$ cat src/rtl/addsub32_seq_pkg.sv
// addsub32_seq_pkg: shared ALU constants for the two-cycle 32-bit add/subtract sequencer.
package addsub32_seq_pkg;
    localparam logic [1:0] S_IDLE = 2'd0;
    localparam logic [1:0] S_LO   = 2'd1;
    localparam logic [1:0] S_HI   = 2'd2;
    localparam logic [1:0] S_DONE = 2'd3;
    localparam int HALF_W = 16;
    localparam int WORD_W = 32;
endpackage

$ cat src/rtl/adder_subtractor_16bits.sv
// adder_subtractor_16bits: shared 16-bit adder; subtraction is set up by the caller (inverted b, ci=1).
module adder_subtractor_16bits (
    input  logic        ci,
    input  logic [15:0] a,
    input  logic [15:0] b,
    output logic [15:0] s,
    output logic        co
);
    assign {co, s} = {1'b0, a} + {1'b0, b} + {16'd0, ci};
endmodule

$ cat src/rtl/addsub32_seq.sv
// addsub32_seq: 32-bit add/subtract over two passes of the shared 16-bit adder, low half first.
module addsub32_seq
    import addsub32_seq_pkg::*;
(
    input  logic        clk,
    input  logic        rst_n,
    input  logic        in_valid,
    output logic        in_ready,
    input  logic [31:0] in_a,
    input  logic [31:0] in_b,
    input  logic        in_sub,
    output logic        out_valid,
    input  logic        out_ready,
    output logic [31:0] out_sum,
    output logic        out_carry,
    output logic        out_ovf
);
    logic [1:0]        state_q, state_d;
    logic [WORD_W-1:0] a_q, b_q, sum_q;
    logic [HALF_W-1:0] lo_q, add_a, add_b, add_s;
    logic              sub_q, c_lo_q, carry_q, ovf_q, add_ci, add_co, hi;

    assign hi     = state_q == S_HI;
    assign add_a  = hi ? a_q[WORD_W-1:HALF_W] : a_q[HALF_W-1:0];
    assign add_b  = (hi ? b_q[WORD_W-1:HALF_W] : b_q[HALF_W-1:0]) ^ {HALF_W{sub_q}};
    assign add_ci = hi ? c_lo_q : sub_q;

    adder_subtractor_16bits u_add (
        .ci(add_ci),
        .a (add_a),
        .b (add_b),
        .s (add_s),
        .co(add_co)
    );

    always_comb begin
        state_d = state_q == S_IDLE ? (in_valid ? S_LO : S_IDLE) :
                  state_q == S_LO   ? S_HI :
                  state_q == S_HI   ? S_DONE :
                  (out_ready ? S_IDLE : S_DONE);
    end

    // Low half is parked in lo_q so out_sum only moves on the HI->DONE edge.
    always_ff @(posedge clk or negedge rst_n) begin
        if (!rst_n) begin
            state_q <= S_IDLE;
            a_q     <= '0;
            b_q     <= '0;
            sub_q   <= 1'b0;
            lo_q    <= '0;
            c_lo_q  <= 1'b0;
            sum_q   <= '0;
            carry_q <= 1'b0;
            ovf_q   <= 1'b0;
        end else begin
            state_q <= state_d;
            if (state_q == S_IDLE && in_valid) begin
                a_q   <= in_a;
                b_q   <= in_b;
                sub_q <= in_sub;
            end
            if (state_q == S_LO) begin
                lo_q   <= add_s;
                c_lo_q <= add_co;
            end
            if (hi) begin
                sum_q   <= {add_s, lo_q};
                carry_q <= add_co;
                ovf_q   <= (a_q[WORD_W-1] == (b_q[WORD_W-1] ^ sub_q)) & (add_s[HALF_W-1] != a_q[WORD_W-1]);
            end
        end
    end

    assign in_ready  = state_q == S_IDLE;
    assign out_valid = state_q == S_DONE;
    assign out_sum   = sum_q;
    assign out_carry = carry_q;
    assign out_ovf   = ovf_q;
endmodule
$ cat config.mk
export PLATFORM = sky130hd
export DESIGN_NAME = addsub32_seq
export DESIGN_NICKNAME = d
export VERILOG_FILES = /design/src/rtl/addsub32_seq_pkg.sv /design/src/rtl/adder_subtractor_16bits.sv /design/src/rtl/addsub32_seq.sv
export SDC_FILE = /design/constraint.sdc
export NUM_CORES = 1
export LEC_CHECK = 0
export ABC_AREA = 1
export CAP_MARGIN = 20
export CORE_ASPECT_RATIO = 1.2
export CORE_MARGIN = 2
export CORE_UTILIZATION = 40
export DETAILED_ROUTE_END_ITERATION = 7
export HOLD_SLACK_MARGIN = 0.08
export PLACE_DENSITY = 0.66
export SYNTH_ARGS = -nofsm -noshare
export SYNTH_HDL_FRONTEND = slang
export SYNTH_SLANG_ARGS = --single-unit
$ cat constraint.sdc
create_clock -name clk -period 2.4 [get_ports clk]
set_input_delay 0.36 -clock clk [delete_from_list [all_inputs] [get_ports clk]]
set_output_delay 0.36 -clock clk [all_outputs]
set_load 0.02 [all_outputs]
==> results of run 1 <==
==> cell families after synthesis <==
group | count (synthesis)
adder cells (fa/ha/maj) | 17
AND/OR/NAND/NOR | 248
buffers and inverters | 55
XOR/XNOR | 25
flip-flops | 118
multiplexers | 80
AO/OA/AOI/OAI | 46
==> metal layers <==
metal,global-route usage [%],routed length (microns),up-vias
li1,-,-,2249
met2,32.3,7210,93
met1,24.5,6150,2226
met5,0,0,-
met4,7.45,327,0
met3,2.92,432,23
==> area by class of cell <==
cell class / count / area (sq um)
fill: 1170 / 5700
multi-input combinational: 416 / 3080
sequential: 118 / 2950
timing repair buffer: 168 / 1640
clock buffer: 20 / 457
tap: 175 / 219
clock inverter: 12 / 176
inverter: 33 / 126
==> flip-flops by register name (all words and copies together), names as in the netlist <==
register and count:
a_q 32, lo_q 16, out_ovf 1, state_q 2, c_lo_q 1, out_sum 32
sub_q 1, out_carry 1, b_q 32
==> synthesized netlist by cell type <==
cell      number  area [sq um]
xor2_1        18           158
inv_1         29           109
inv_2          4          15.0
o21ai_1        6          30.0
ha_1          15           188
mux2_4        15           225
buf_2          8          40.0
mux2_2        48           541
nor2_4         1          11.3
nand2b_1       1          6.26
nand3b_1       2          15.0
buf_4          8          60.1
nand3_1       24           120
xnor2_1        7          61.3
o21ai_0       21           105
o21bai_1       3          22.5
nor2_8         1          20.0
nor3_1         2          10.0
mux2i_1       17           170
nand2_1      196           736
and3_1         1          6.26
nor2_1        19          71.3
nand2_2        1          6.26
buf_6          3          33.8
dfrtp_1      118          2950
clkbuf_1       2          7.51
fa_1           2          40.0
buf_8          1          15.0
a21oi_1       16          80.1
==> worst max-delay path: stages, from the launching register on <==
cell and delay, ps:
dfrtp_1 360, inv_2 70, nor2_8 140, buf_12 130
buf_12 130, buf_6 100, mux2i_2 210, xor2_1 180
ha_1 300, buf_4 160, buf_6 110, nand2_4 80
o21bai_2 90, a21oi_4 170, nand2b_4 180, nand3_4 80
nand2_2 80
==> placed cells by master (no fill, tap or decap), types with 6 or more instances in the layout <==
cell	count
nand3_2	12
inv_2	8
ha_1	14
nand2_4	6
a21oi_2	8
mux2_4	15
clkbuf_16	17
dfrtp_1	117
mux2i_1	9
buf_6	8
a21oi_1	6
nand2_2	25
nor2_1	11
buf_12	6
o21ai_0	15
o21ai_1	7
nand2_1	166
xor2_1	16
buf_4	48
mux2_2	48
nand3_1	10
inv_1	24
clkdlybuf4s50_1	103
nor2_2	6
==> worst min-delay path by stage <==
stage                     start  endpoint  depth (start not counted)
after detailed placement  rst_n    b_q[1]                          1
after CTS                 rst_n    b_q[2]                          2
after floorplan           rst_n    a_q[0]                          0
after global routing      rst_n    b_q[1]                          2
final                     rst_n    b_q[2]                          2
after global placement    rst_n    b_q[2]                          1
==> stage by stage <==
step / area [sq um] / TNS, ps / worst slack (ps) / hold slack, ps / instances
global placement: 7450 / -2450 / -237 / 280 / 899
global route: 8660 / -6450 / -365 / 429 / 942
finish: 8660 / -2450 / -241 / 393 / 942
detailed placement: 7450 / -3870 / -306 / 282 / 899
floorplan: 5890 / -1040 / -111 / 64.4 / 589
CTS: 8410 / -2290 / -200 / 391 / 939
==> timing repair <==
action                     in CTS  in global routing
pin swaps                      37                 43
resized for setup              66                 55
hold buffers                    1                  0
setup endpoints to repair      29                 31
hold endpoints to repair       23                  0
setup buffers                   7                  4
==> flow_summary.toml, run 1 <==
[logic_synthesis]
synthMuxAreaShare_pct = 16.0
synth_area_per_cell_sq_um = 9.94
yosys.area_share.adder_pct = 3.89
synth_nets = 675
netlist_area_sq_um = 5860
synth_simple_gate_area_share_pct = 17.1
synth_compound_gate_area_share_pct = 4.06
yosysUniqueCellTypes = 29
syn_inst = 589
ys_seq_area_share_pct = 50.4
synth_xor_xnor_area_share_pct = 3.74
ys_ff_latch = 118
yosys_warnings = 0
synth_top_family_by_area = "simple AND/OR/NAND/NOR gates"

[route]
drtAntennaViolNets = 0
num_vias = 4591
drc_errors = 0
first_iter_violations = 155
vias_per_cell = 4.87
firstDrtPassIters = 4
wire_per_inst_microns = 15.0
drt-total-wl_mm = 14.1

[timing]
setup_violations = 18
drv_slew = 0
relSlewSlack_pct = 48.0
period_needed_ps = 2640
layout_setup_ws_ps = -241
clock.fmax_ghz = 0.379
min_period_over_period_pct = 110
hold_viol = 0
fin_skew_ps = 9.52
rsz0062_at_grt = "true"
worst_slew_pin_slew_ps = 779

[finish]
final_nets = 840
area_growth_pct = 47.8
fin_util_pct = 60.3
num_antenna_cells = 0
drive_gt1_share_pct = 34.0

[floorplan]
core_area_sq_um = 14400
fp-row-count = 48
die_area_sq_um = 15600
ios = 105
die_w_microns = 114
initial_core_util_pct = 40.8
die_h_microns = 137

[placement]
place_hpwl_mm = 10.4
port_buffers = 104
routabilityCongestion = 0.883

[critical_path]
rr_endpoint = "lo_q[12]"
critPathCaptureType = "flop"
startpoint = "state_q[1]"
regToRegSetupSlack_ps = -240
startpoint_type = "flop"
crit_required_ps = 2740
cp-endpoint = "lo_q[12]"
timing.rr.start = "state_q[1]"
worst-setup-path-type = "reg -> reg"
reg2reg_depth = 16
crit_path_max_fanout = 8
worst_ep_arrival_time_ps = 2980

[clock_tree]
numCtsBuffers = 17
h-tree-depth = 4
clock-root-buffer = "clkbuf_16"
cts_tree = "yes"
clkTransAtPathRegs_ps = 60
cts_buffer_depth = 2
clock_sinks = 118
worstSkewPairLatency_ps = 410

[grt]
grt_util_all_layers_pct = 19.1
grt_start_max_net_pins = 65
overflow = 0
grt_pass1_wl_mm = 23.2
antenna_found_initial = 0
grt_pass1_vias = 4824

[status]
outcome = "complete, but fails checks"
violations = "setup timing"

[job]
maxCapViolations = 0

[worst_hold_path]
hold_class = "in -> async"
Power of run 1 is not shown: default switching activity piles up to over one toggle a cycle in this logic, so the estimate is an artifact.
==> inputs of run 2 (changes only) <==
ABC_CLOCK_PERIOD_IN_PS = 2200   (was unset)
clock period = 2.2 ns   (was 2.4 ns; I/O delays follow)
==> flow_summary.toml, run 2 (synthesis gave the netlist of run 1 again) <==
[timing]
rsz0062_at_grt = "true"
relSlewSlack_pct = 51.2
setup_violations = 33
min_period_over_period_pct = 120
hold_viol = 0
period_needed_ps = 2640
clock.fmax_ghz = 0.379
worst_slew_pin_slew_ps = 731
drv_slew = 0
layout_setup_ws_ps = -441
fin_skew_ps = 7.12

[critical_path]
worst-setup-path-type = "reg -> reg"
worst_ep_arrival_time_ps = 3000
startpoint_type = "flop"
crit_path_max_fanout = 7
crit_required_ps = 2560
critPathCaptureType = "flop"

[status]
violations = "setup timing"
outcome = "complete, but fails checks"

[job]
maxCapViolations = 0

[grt]
grt_pass1_wl_mm = 23.6
grt_pass1_vias = 4815
grt_util_all_layers_pct = 19.6
overflow = 0
antenna_found_initial = 0
grt_start_max_net_pins = 57

[worst_hold_path]
hold_class = "in -> async"

[finish]
final_nets = 853
nFillCells = 1217
drive_gt1_share_pct = 34.4
layout_common_cells = "nand2_1, dfrtp_1, clkdlybuf4s50_1"
layout.area.seq_sq_um = 2950
final_common_cell = "nand2_1"
multi_input_area_sq_um = 3140
num_antenna_cells = 0
fin_util_pct = 61.1
area_growth_pct = 49.7

[floorplan]
fp-row-count = 48
initial_core_util_pct = 40.8
core_area_sq_um = 14400
die_w_microns = 114
ios = 105
die_h_microns = 137
die_area_sq_um = 15600

[clock_tree]
numCtsBuffers = 17
clock-root-buffer = "clkbuf_16"
worstSkewPairLatency_ps = 420
cts_buffer_depth = 2
clock_sinks = 118
h-tree-depth = 4
cts_tree = "yes"
clkTransAtPathRegs_ps = 60

[route]
vias_per_cell = 4.84
drc_errors = 0
first_iter_violations = 269
drtAntennaViolNets = 0
drt-total-wl_mm = 14.6
num_vias = 4625
wire_per_inst_microns = 15.3
firstDrtPassIters = 4

[placement]
routabilityCongestion = 0.869
place_hpwl_mm = 10.6
port_buffers = 104
==> run 2: cell types whose count changed in the layout (fill, tap and decap cells not counted), moves of 3 or more <==
| cell | before | now |
|---|---|---|
| buf_4 | 48 | 59 |
| buf_6 | 8 | 11 |
| clkinv_4 | 3 | 0 |
| clkinvlp_4 | 2 | 5 |
| ha_1 | 14 | 10 |
| ha_4 | 0 | 4 |
| inv_1 | 24 | 27 |
| nand2_1 | 166 | 170 |
| nand2_2 | 25 | 22 |
| nor2_1 | 11 | 14 |
| o21ai_0 | 15 | 6 |
| o21ai_1 | 7 | 17 |
| xnor2_4 | 1 | 4 |
==> run 2: repair_timing <==
| action | CTS | global route |
|---|---|---|
| setup buffers | 12 | 9 |
| pin swaps | 25 | 32 |
| endpoints found under the hold margin | 24 | 0 |
| resized for setup | 55 | 65 |
| hold buffers | 1 | 0 |
| setup endpoints to repair | 33 | 33 |
| gates cloned | 1 | 0 |
==> run 2: through the flow <==
stage	std cells	worst slack (ps)	setup TNS [ps]	hold WS (ps)	cell area, sq um
final	955	-441	-10240	366	8770
after global routing	955	-570	-14740	396	8770
after CTS	949	-449	-10050	367	8460
after detailed placement	904	-508	-10870	267	7530
after global placement	904	-475	-8970	265	7530
after floorplan	589	-310	-4780	34.4	5920
==> run 2: critical path: stages, from the launching register on <==
cell	delay, ps
dfrtp_2	430
nor2_8	200
mux2i_2	240
xor2_1	260
fa_2	260
inv_2	50
fa_2	350
nand3_2	80
nand2_2	70
nand2_2	90
nand2_4	60
a21oi_4	160
nand2b_4	170
nand3_4	90
nand2_2	60
==> run 2: path summary, 6_finish.rpt <==
check | startpoint | to | slack [ps] | cells past startpoint
max | state_q[0] | lo_q[12] | -440 | 14
min | rst_n | b_q[3] | 370 | 2
max reg2reg | state_q[0] | lo_q[12] | -440 | 14
min reg2reg | out_sum[10] | out_sum[10] | 470 | 2
max in group asynchronous | rst_n | out_sum[23] | 1210 | 3
min in group clk | out_sum[10] | out_sum[10] | 470 | 2
==> run 2: metal layers <==
metal  GRT usage (%)  wire length (microns)  share of wire, %  vias up
met1            25.1                   6450                44     2236
met5               0                      0                 0        -
met4            8.47                    331               2.3        0
met2            32.1                   7390                51       91
met3            4.52                    447               3.1       23
li1                -                      -                 -     2275
==> run 2: final cells by class <==
class	instances	area share, %
clock buffers	19	5.05
repair buffers	181	20.0
multi-input cells	416	35.8
inverters	33	1.41
clock inverters	13	1.50
well taps	175	2.50
flip-flops and latches	118	33.7
Power of run 2 is left out for the same reason.
